--- src/rtl/axi_slave_write_ctrl.sv ---
// axi_slave_write_ctrl
//   Write-transaction controller for the generic AXI3 slave memory.
//   It accepts one AW command, then counts W beats against awlen. It generates
//   a word address for each beat of a FIXED, INCR or WRAP burst and drives a
//   registered write port into the memory array. It returns one B response
//   per burst. The handshake order is AW -> W -> B, with one transaction
//   outstanding at a time.
//
//   Optional build macro: AXI_WID_CHECK_EN
//     defined   : each beat's wid is compared with the latched awid; on a
//                 mismatch the beat is dropped and the burst reports SLVERR
//     undefined : wid is ignored
//
// Ports
//   aclk, aresetn              clock, asynchronous active-low reset
//   aw*  (awid .. awready)     write address channel
//   w*   (wid .. wready)       write data channel
//   b*   (bid .. bready)       write response channel
//   mem_we/addr/wdata/wstrb    registered memory write port, 1-cycle latency
module axi_slave_write_ctrl #(
  parameter int unsigned MEM_AW    = 7,
  parameter int unsigned MEM_DEPTH = 128
) (
  input  logic              aclk,
  input  logic              aresetn,
  input  logic [3:0]        awid,
  input  logic [31:0]       awadr,
  input  logic [3:0]        awlen,
  input  logic [2:0]        awsize,
  input  logic [1:0]        awburst,
  input  logic              awvalid,
  output logic              awready,
  input  logic [3:0]        wid,
  input  logic [31:0]       wrdata,
  input  logic [3:0]        wstrb,
  input  logic              wlast,
  input  logic              wvalid,
  output logic              wready,
  output logic [3:0]        bid,
  output logic [1:0]        bresp,
  output logic              bvalid,
  input  logic              bready,
  output logic              mem_we,
  output logic [MEM_AW-1:0] mem_addr,
  output logic [31:0]       mem_wdata,
  output logic [3:0]        mem_wstrb
);

  typedef enum logic [1:0] {S_IDLE, S_DATA, S_RESP} state_t;
  typedef enum logic [1:0] {M_FIXED, M_INCR, M_WRAP} mode_t;

  state_t            state_q, state_d;
  mode_t             mode_q, mode_d;
  logic [3:0]        id_q, id_d;
  logic [31:0]       addr_q, addr_d;
  logic [3:0]        len_q, len_d;
  logic [2:0]        size_q, size_d;
  logic [3:0]        beat_cnt_q, beat_cnt_d;
  logic              err_q, err_d;
  logic              awready_q, awready_d;
  logic              wready_q, wready_d;
  logic              bvalid_q, bvalid_d;
  logic [3:0]        bid_q, bid_d;
  logic [1:0]        bresp_q, bresp_d;
  logic              mem_we_q, mem_we_d;
  logic [MEM_AW-1:0] mem_addr_q, mem_addr_d;
  logic [31:0]       mem_wdata_q, mem_wdata_d;
  logic [3:0]        mem_wstrb_q, mem_wstrb_d;

  // Per-beat address arithmetic
  logic [31:0] incr;
  logic [31:0] wrap_mask;
  logic [31:0] addr_inc;
  logic        out_of_range;
  logic        suppress;
  logic        len_hit;
  logic        wrap_len_ok;
  logic        beat;

  assign incr         = 32'(1) << size_q;
  assign wrap_mask    = ((32'(len_q) + 32'd1) << size_q) - 32'd1;
  assign addr_inc     = addr_q + incr;
  assign out_of_range = {2'b00, addr_q[31:2]} >= 32'(MEM_DEPTH);
  assign len_hit      = (beat_cnt_q == len_q);
  assign wrap_len_ok  = (awlen == 4'd1) || (awlen == 4'd3) ||
                        (awlen == 4'd7) || (awlen == 4'd15);
  assign beat         = wvalid & wready_q;

`ifdef AXI_WID_CHECK_EN
  assign suppress = (size_q > 3'd2) | out_of_range | (wid != id_q);
`else
  // wid has no function in this build
  logic unused_wid;
  assign unused_wid = ^wid;
  assign suppress   = (size_q > 3'd2) | out_of_range;
`endif

  // Next-state and next-output logic
  always_comb begin
    state_d     = state_q;
    mode_d      = mode_q;
    id_d        = id_q;
    addr_d      = addr_q;
    len_d       = len_q;
    size_d      = size_q;
    beat_cnt_d  = beat_cnt_q;
    err_d       = err_q;
    awready_d   = awready_q;
    wready_d    = wready_q;
    bvalid_d    = bvalid_q;
    bid_d       = bid_q;
    bresp_d     = bresp_q;
    mem_we_d    = 1'b0;
    mem_addr_d  = mem_addr_q;
    mem_wdata_d = mem_wdata_q;
    mem_wstrb_d = mem_wstrb_q;

    case (state_q)
      S_IDLE: begin
        awready_d = 1'b1;
        wready_d  = 1'b0;
        if (awvalid && awready_q) begin
          id_d       = awid;
          addr_d     = awadr;
          len_d      = awlen;
          size_d     = awsize;
          beat_cnt_d = 4'd0;
          // Reserved and badly sized WRAP bursts run as INCR but report SLVERR
          err_d      = (awburst == 2'b11) || ((awburst == 2'b10) && !wrap_len_ok);
          if (awburst == 2'b00)
            mode_d = M_FIXED;
          else if ((awburst == 2'b10) && wrap_len_ok)
            mode_d = M_WRAP;
          else
            mode_d = M_INCR;
          awready_d  = 1'b0;
          wready_d   = 1'b1;
          state_d    = S_DATA;
        end
      end

      S_DATA: begin
        if (beat) begin
          mem_we_d    = !suppress;
          mem_addr_d  = addr_q[MEM_AW+1:2];
          mem_wdata_d = wrdata;
          mem_wstrb_d = wstrb;
          err_d       = err_q | suppress | (wlast != len_hit);
          beat_cnt_d  = beat_cnt_q + 4'd1;
          case (mode_q)
            M_FIXED: addr_d = addr_q;
            M_WRAP:  addr_d = (addr_q & ~wrap_mask) | (addr_inc & wrap_mask);
            default: addr_d = addr_inc;
          endcase
          // The burst ends at wlast or at awlen, whichever is first
          if (wlast || len_hit) begin
            wready_d = 1'b0;
            bvalid_d = 1'b1;
            bid_d    = id_q;
            bresp_d  = err_d ? 2'b10 : 2'b00;
            state_d  = S_RESP;
          end
        end
      end

      S_RESP: begin
        if (bvalid_q && bready) begin
          bvalid_d  = 1'b0;
          awready_d = 1'b1;
          state_d   = S_IDLE;
        end
      end

      default: begin
        state_d   = S_IDLE;
        awready_d = 1'b0;
        wready_d  = 1'b0;
        bvalid_d  = 1'b0;
      end
    endcase
  end

  // State and output registers
  always_ff @(posedge aclk or negedge aresetn) begin
    if (!aresetn) begin
      state_q     <= S_IDLE;
      mode_q      <= M_FIXED;
      id_q        <= 4'd0;
      addr_q      <= 32'd0;
      len_q       <= 4'd0;
      size_q      <= 3'd0;
      beat_cnt_q  <= 4'd0;
      err_q       <= 1'b0;
      awready_q   <= 1'b0;
      wready_q    <= 1'b0;
      bvalid_q    <= 1'b0;
      bid_q       <= 4'd0;
      bresp_q     <= 2'b00;
      mem_we_q    <= 1'b0;
      mem_addr_q  <= '0;
      mem_wdata_q <= 32'd0;
      mem_wstrb_q <= 4'd0;
    end else begin
      state_q     <= state_d;
      mode_q      <= mode_d;
      id_q        <= id_d;
      addr_q      <= addr_d;
      len_q       <= len_d;
      size_q      <= size_d;
      beat_cnt_q  <= beat_cnt_d;
      err_q       <= err_d;
      awready_q   <= awready_d;
      wready_q    <= wready_d;
      bvalid_q    <= bvalid_d;
      bid_q       <= bid_d;
      bresp_q     <= bresp_d;
      mem_we_q    <= mem_we_d;
      mem_addr_q  <= mem_addr_d;
      mem_wdata_q <= mem_wdata_d;
      mem_wstrb_q <= mem_wstrb_d;
    end
  end

  assign awready   = awready_q;
  assign wready    = wready_q;
  assign bvalid    = bvalid_q;
  assign bid       = bid_q;
  assign bresp     = bresp_q;
  assign mem_we    = mem_we_q;
  assign mem_addr  = mem_addr_q;
  assign mem_wdata = mem_wdata_q;
  assign mem_wstrb = mem_wstrb_q;

endmodule

--- config.mk ---
export PLATFORM = sky130hd
export DESIGN_NAME = axi_slave_write_ctrl
export DESIGN_NICKNAME = d
export VERILOG_FILES = /design/src/rtl/axi_slave_write_ctrl.sv
export SDC_FILE = /design/constraint.sdc
export NUM_CORES = 1
export LEC_CHECK = 0
export BUFFER_PORTS_ARGS = -buffer_cell sky130_fd_sc_hd__buf_2
export CORE_ASPECT_RATIO = 0.6
export CORE_MARGIN = 2
export CORE_UTILIZATION = 49
export CTS_CLUSTER_SIZE = 30
export DETAILED_ROUTE_END_ITERATION = 16
export GPL_TIMING_DRIVEN = 0
export PLACE_DENSITY = 0.78
export SLEW_MARGIN = 20
export SYNTH_ARGS = -nofsm -noshare
export SYNTH_HDL_FRONTEND = slang
export SYNTH_SLANG_ARGS = --single-unit
--- constraint.sdc ---
create_clock -name aclk -period 3.2 [get_ports aclk]
set_input_delay 0.64 -clock aclk [delete_from_list [all_inputs] [get_ports aclk]]
set_output_delay 0.64 -clock aclk [all_outputs]
set_load 0.005 [all_outputs]
==> run summary, run 1 <==
The DRC violation total after the first TritonRoute iteration is 457. The die covers 13440 um^2. The critical path goes through buf_6 > buf_12 > nor3_4 > ha_2 > inv_2 > fa_2 > nor2b_4 > o31a_1 > o21ai_4 > or2_4 > nor2_4 > nand4_1 > nor2b_2 > o21ai_1 > o21ai_1. The main combinational cell family by area after synthesis is simple AND/OR/NAND/NOR gates. The post-placement worst setup slack is -0.5187 ns. The filler cell count in the final layout came out at 1069. IR analysis of the VDD net gives a maximum drop of 0.4137 mV. The average footprint of a synthesized cell is 8.309 um^2. The multiplexer area fraction after synthesis came out at around 1.6%. The worst setup path is launched from a flip-flop.

The row count came out at 31. In this run the standard cell core region covers between 10000 and 15000 um^2. The first detailed-routing pass ran for 5 iterations. The slowest cell on the critical path is fa_2. The average wire per cell in the routed design came out at 16.33 um.

The via count of the first global-routing pass came out at between 5k and 6k. Between clock sinks in the finished design, the worst skew comes to 0.01004 ns. From bottom edge to top edge, the die measures 90.59 um.

The fraction of the cycle the final worst path needs came out at 96.41%. Port buffering added 138 buffers. The cell area after synthesis came out at between 6000 and 7000 um^2.

On the critical path the largest part of the delay comes from simple AND/OR/NAND/NOR gates. The initial core utilization is 50.44%. The achievable frequency came out at about 320 MHz. The number of buffers inserted during clock tree synthesis came out at 9. The root buffer cell chosen for the clock tree is clkbuf_16. Global routing finished with a remaining overflow of 0. The count of unresolved DRC violations after routing is 0. Summing all multi-input logic gate instances after layout gives 3356 um^2. For this design the top-level I/O count stands at 144. The static leakage is 3.623 nW. The fraction of synthesis flops using an asynchronous set or reset pin came out at 100.0%.

The total routed wirelength is 17480 um. The actual slew at the worst max-slew pin came out at 0.9455 ns. The sort of element at the end of the critical path is a flip-flop. In the synthesized netlist, the cells that appear most often are 211 x nand2_1, 104 x dfrtp_1, 52 x a21oi_1. The maximum clock insertion buffer count came out at 2. The HPWL after detailed placement is 12690 um. The number of hold violations in the final report was 0. Clock-pin slew was measured on the worst setup and hold paths at 0.08 ns. The area fraction of the dominant cell type after synthesis is 42.50%.

The peak per-stage delay on the critical path came out at just over 0.4 ns. The top flip-flop cell by instance count after synthesis is dfrtp_1. The clock insertion delay at the later pin of the skew report came out at 0.35 ns. Subtracting the final worst setup slack from the clock period gives 3.085 ns. The tightest hold margin is 0.1601 ns.

The overall routing resource usage came out at 26.31%. The synthesized-area fraction occupied by ao, oa, aoi and oai cells came out at 18.12%. The sequential fraction of the synthesis area is 42.50%. Entering global routing, the biggest net connects between 70 and 80 pins. The required time reported for the critical path endpoint came out at 3.44 ns. The critical path is of the reg2reg type.

The synthesized netlist net count is 842. The number of buffer and inverter stages on the critical path came out at 3. TritonCTS built the clock tree. The library cell with the largest summed area after synthesis is dfrtp_1. The synthesized design contains 0 enable-type register cells. The first global-routing pass estimated 28080 um of wire.

Relative to the synthesized area, the layout overhead comes to 23.62%. Yosys instantiated no cell more often than nand2_1. The number of antenna violations at the first check in global routing is 1. The clock net in this run drives a total of 104 sinks.

The cell total after placement is 1041. After clock tree synthesis, the flow added hold-fix buffers numbering 0. The worst relative slew slack is 36.48%. The flop and latch count out of synthesis is around 100. During synthesis, Yosys emitted a total of 0 warnings. The worst min-delay path category is in2async.

The share of post-route cells with drive strength above 1 came out at 25.00%. The most numerous cell type found on the critical path is o21ai_1. Setup repair after global routing could not meet its margin everywhere. The average via count per standard cell came out at 5.565.

In this run the worst path has a maximum fanout of 7. The count of cells in the finished layout, fillers not included, comes to 1070. The xor/xnor cell area share of the yosys netlist is 3.269%. The floorplan die width is 148.3 um. Setup violations remaining at the end of the flow were counted as 0.

For this run, the post-layout net count is 1004. The final weighted congestion of routability-driven global placement came out at between 0.9 and 1. The routed layout has approximately 6.0k vias.

The final-report max-slew violation count is 0. The share of synthesized cell area in full adder, half adder and majority cells is 2.983%. In the post-route analysis, the smallest setup slack over all paths is 0.1149 ns. The flow ran to the end, and the final reports show no timing, DRC or antenna violations.

The power density relative to cell area came out at 1002 nW/um^2. The number of distinct library cell variants in the gate-level netlist after synthesis is 78. The end-of-flow core utilization is 62.35%. The simple-gate area share of the yosys netlist is 27.36%. The count of H-tree levels built during CTS is 3. The number of maximum-capacitance constraint violations is 0. Once detail routing completed, the nets flagged for antenna violations numbered 0. The data arrival at the endpoint of the critical path is roughly 3.3 ns. Synthesis produced a netlist whose cell count is 737. By area the synthesized netlist is led by dfrtp_1 43%, nand2_1 13%, a21oi_1 4.3%. The register area came out at 2603 um^2.
-- per-layer routing --
layer	track usage (%)	share of wire (%)	vias up
li1	-	-	2892
met1	42.27	50	2791
met2	36.69	41	259
met3	6.061	8.8	13
met4	3.413	0.80	0
met5	0	0	-
-- metrics by stage --
stage | total power, mW | instance area (um^2) | TNS [ns]
5_1_grt | 8.173 | 7567 | -0.05799
2_1_floorplan | 5.014 | 6123 | 0
4_1_cts | 7.337 | 7397 | 0
6_report | 7.585 | 7570 | 0
3_3_place_gp | 6.063 | 7020 | -3.767
3_5_place_dp | 6.161 | 7054 | -4.633
-- power breakdown --
| part | leakage, nW | total, mW | internal [mW] | switching, mW |
|---|---|---|---|---|
| clock network | 0.146 | 1.11 | 0.554 | 0.556 |
| registers | 1.30 | 2.37 | 1.89 | 0.488 |
| logic | 2.18 | 4.10 | 1.69 | 2.41 |
| total | 3.62 | 7.58 | 4.13 | 3.45 |
-- kinds of logic after synthesis --
kind of cell,after synthesis
fa+ha+maj,14
simple gates,363
flops,104
buf+inv,52
compound gates,172
xor+xnor,22
other cells,1
mux,9
-- cell usage in the layout (no fill, tap or decap), types with 11 or more instances in the layout --
master    count
buf_2       140
clkbuf_1     18
nand2_1     211
nor2_1       46
inv_1        11
dfrtp_1     104
xnor2_1      14
o21ai_1      18
a21oi_1      52
buf_4        16
ha_1         12
nand3_1      20
o21ai_0      36
-- timing repair --
item,in CTS,in global routing
buffers inserted,2,13
pin swaps,1,8
resized for setup,13,19
gates cloned,0,0
hold endpoints to repair,0,0
endpoints found under the setup margin,19,10
-- final cells by class --
| type | instances | share of cell area [%] |
|---|---|---|
| multi-input cells | 581 | 44.33 |
| flip-flops and latches | 104 | 34.38 |
| repair buffers | 154 | 11.06 |
| clock buffers | 9 | 2.975 |
| plain buffers | 36 | 2.893 |
| well taps | 165 | 2.727 |
| clock inverters | 7 | 0.9091 |
| inverters | 13 | 0.6942 |
| diodes | 1 | 0.03306 |
-- path summary, 6_finish.rpt --
| kind | start | endpoint | slack (ns) | cells after the start |
|---|---|---|---|---|
| worst max-delay path | size_q[2] | flip-flop | 0.11 | 15 |
| worst min-delay path | aresetn | async pin | 0.16 | 1 |
| worst max register to register | size_q[2] | flip-flop | 0.11 | 15 |
| worst min register to register | mem_wdata[0] | mem_wdata[0] | 0.47 | 2 |
| max in group asynchronous | aresetn | size_q[1] | 2.38 | 2 |
| min in group aclk | wrdata[8] | mem_wdata[8] | 0.47 | 3 |
Power figures use the tool's default switching activity.
==> run 2: changes to the inputs <==
--- a/config.mk
+++ b/config.mk
@@ -13,6 +13,7 @@
 export DETAILED_ROUTE_END_ITERATION = 16
 export GPL_TIMING_DRIVEN = 0
 export PLACE_DENSITY = 0.78
+export REMOVE_ABC_BUFFERS = 1
 export SLEW_MARGIN = 20
 export SYNTH_ARGS = -nofsm -noshare
 export SYNTH_HDL_FRONTEND = slang
==> run 2 against run 1 <==
Effect of this change:
- via count decreased by 2.5%
- die area unchanged
- clock skew increased by 0.0030 ns
- flip-flop and latch count unchanged
==> run summary, run 2 (synthesized netlist as in run 1, its figures left out) <==
The run finished with clean final reports. The worst setup path is of the reg2reg kind. The number of ports placed on the die boundary came out at roughly 140. The data arrival at the endpoint of the critical path came out at around 3.4 ns. The count of unresolved DRC violations after routing is 0. The min-delay analysis places its worst path in the category in2async. The number of nets at the end of the flow came out at 970.

Based on the critical path, the design can be clocked at up to 323.9 MHz. The maximum clock insertion buffer count came out at 2. The antenna violation net count after detailed routing came out at 0. The power density relative to cell area came out at 999.5 nW/um^2. Cells with a size suffix above 1 make up 25.40% of the layout. The HPWL after detailed placement is between 10000 and 15000 um. The overall routing resource usage is roughly 24%.

Leaving out fill and tap cells, the most frequent cells in the layout are 211 x nand2_1, 137 x buf_2, 100 x dfrtp_1, 52 x a21oi_1, 47 x nor2_1. The root buffer selected by CTS is clkbuf_16. The register-to-register setup slack is 0.11 ns. The initial core utilization came out at 50.44%. The cell family contributing the most delay on the critical path is compound AO/OA/AOI/OAI gates. The length of the first detailed-routing pass in iterations came out at 5.

The clock-pin slew on the worst setup and hold paths came out at 0.07 ns. The clock insertion delay at the later pin of the skew report came out at between 0.3 and 0.4 ns. The actual slew at the worst max-slew pin came out at 0.8288 ns. Max-cap violations in this run came to 0. The number of hold violations in the final report came out at 0. The shortest clock period the worst path allows after layout is 3.087 ns.

In this run the tool buffered the top-level ports with 138 buffer cells. The required time reported for the critical path endpoint came out at 3.48 ns. The die span in y came out at 90.59 um.

The number of clock buffers added by TritonCTS is 9. The final-report setup violation count came out at 0. The die covers 13440 um^2. The final critical path takes up 96.47% of the cycle.

The via count came out at approximately 5.8k. The row count is 31. The number of antenna violations at the first check in global routing is 0. The floorplan die width came out at 148.3 um. For this run, the slowest stage of the critical path takes ~0.48 ns. STA classifies the critical path startpoint as a flip-flop.

Setup repair after global routing left no endpoint under its margin. The via count of the first global-routing pass is between 5k and 6k. The maximum number of pins on one net before global-route repair is 79.

The worst supply voltage drop on vdd is 0.5501 mV. The most frequent standard cell in the layout excluding fill and tap cells is nand2_1. The tightest hold margin is 0.1444 ns. The core region is 12140 um^2. The first global-routing pass estimated 26670 um of wire.

The average via count per standard cell is 5.608. The total clock sinks came out at 104. The final-report max-slew violation count came out at 0. The average wire per cell in the routed design is around 16 um. The final clock skew came out at ~0.013 ns. The static leakage came out at 3.541 nW. The number of antenna diodes in the final layout is 0.

The worst register-to-register path has a depth of 12. The maximum net fanout on the critical path came out at 8. Summed over all layers, the global routing overflow is 0. The final weighted congestion of routability-driven global placement came out at 0.9314. TritonCTS built the clock tree. The count of H-tree levels built during CTS is 3. The number of buffer and inverter stages on the critical path is 1.

The area growth from synthesis to layout is 21.52%. The launching point of the worst reg2reg path is size_q[1]. STA classifies the critical path endpoint as a flip-flop. Headroom to the max-slew limit came out at 44.74%.

In this run, post-CTS hold repair placed 0 buffers. The DRC violation total after the first TritonRoute iteration came out at 532. Summing internal, switching and leakage power gives 7.437 mW.

The largest individual stage delay along the critical path comes from the cell dfrtp_2. The total routed wirelength is 16390 um. The critical path goes through buf_4 > nand2_1 > nor2_1 > ha_1 > a21oi_1 > nor2b_1 > a311o_1 > a41oi_4 > nor2_4 > nand4_1 > o41ai_1 > o2bb2ai_1.
-- run 2: cell count changes in the layout (fill, tap and decap cells not counted), moves of 2 or more --
cell,change
buf_6,-6
clkbuf_1,-18
inv_8,-2
dfrtp_2,+3
buf_1,-5
buf_2,-3
buf_4,-3
dfrtp_1,-4
-- run 2: worst max path at each step --
stage / start / slack, ns / end / cells after the start
after global routing: size_q[2] / 0.001 / flip-flop / 13
after detailed placement: size_q[2] / -0.45 / flip-flop / 11
after CTS: size_q[2] / 0.04 / flip-flop / 10
after global placement: state_q[0] / -3.43 / flip-flop / 7
after floorplan: state_q[0] / -1.28 / flip-flop / 7
final: size_q[1] / 0.11 / flip-flop / 12
-- run 2: layout make-up --
| class | count | area (um^2) |
|---|---|---|
| flip-flops and latches | 104 | 2610 |
| clock buffers | 9 | 225.2 |
| multi-input cells | 582 | 3393 |
| fillers | 1054 | 4700 |
| clock inverters | 7 | 88.84 |
| repair buffers | 155 | 864.6 |
| well taps | 165 | 206.4 |
| inverters | 13 | 52.55 |
-- run 2: report_power, final --
part	switching [mW]	internal, mW
registers	0.625	1.89
logic	2.17	1.59
clock network	0.537	0.625
total	3.33	4.11
-- run 2: per-stage QoR --
stage                     area [um^2]  utilization, %  instances  setup slack (ns)  setup TNS (ns)
after floorplan                  5923               -        698            -1.281          -28.84
after global placement           6820           56.18       1001            -3.430         -162.98
after detailed placement         6924           57.03       1005           -0.4472          -5.758
after CTS                        7289           60.04       1023           0.04484               0
after global routing             7441           61.29       1035          0.001236               0
final                            7441           61.29       1035            0.1129               0
-- run 2: per-layer routing --
layer / global-route usage (%) / up-vias / part of all wire, %
li1: - / 2814 / -
met1: 38.22 / 2697 / 49
met2: 33.76 / 272 / 40
met3: 5.657 / 21 / 8.8
met4: 5.556 / 0 / 1.4
met5: 0 / - / 0
-- run 2: repair_timing --
| item | in CTS | in global routing |
|---|---|---|
| gates resized for setup | 10 | 14 |
| buffers inserted | 2 | 11 |
| gates cloned | 0 | 1 |
| pin swaps | 1 | 1 |
| endpoints found under the setup margin | 22 | 21 |
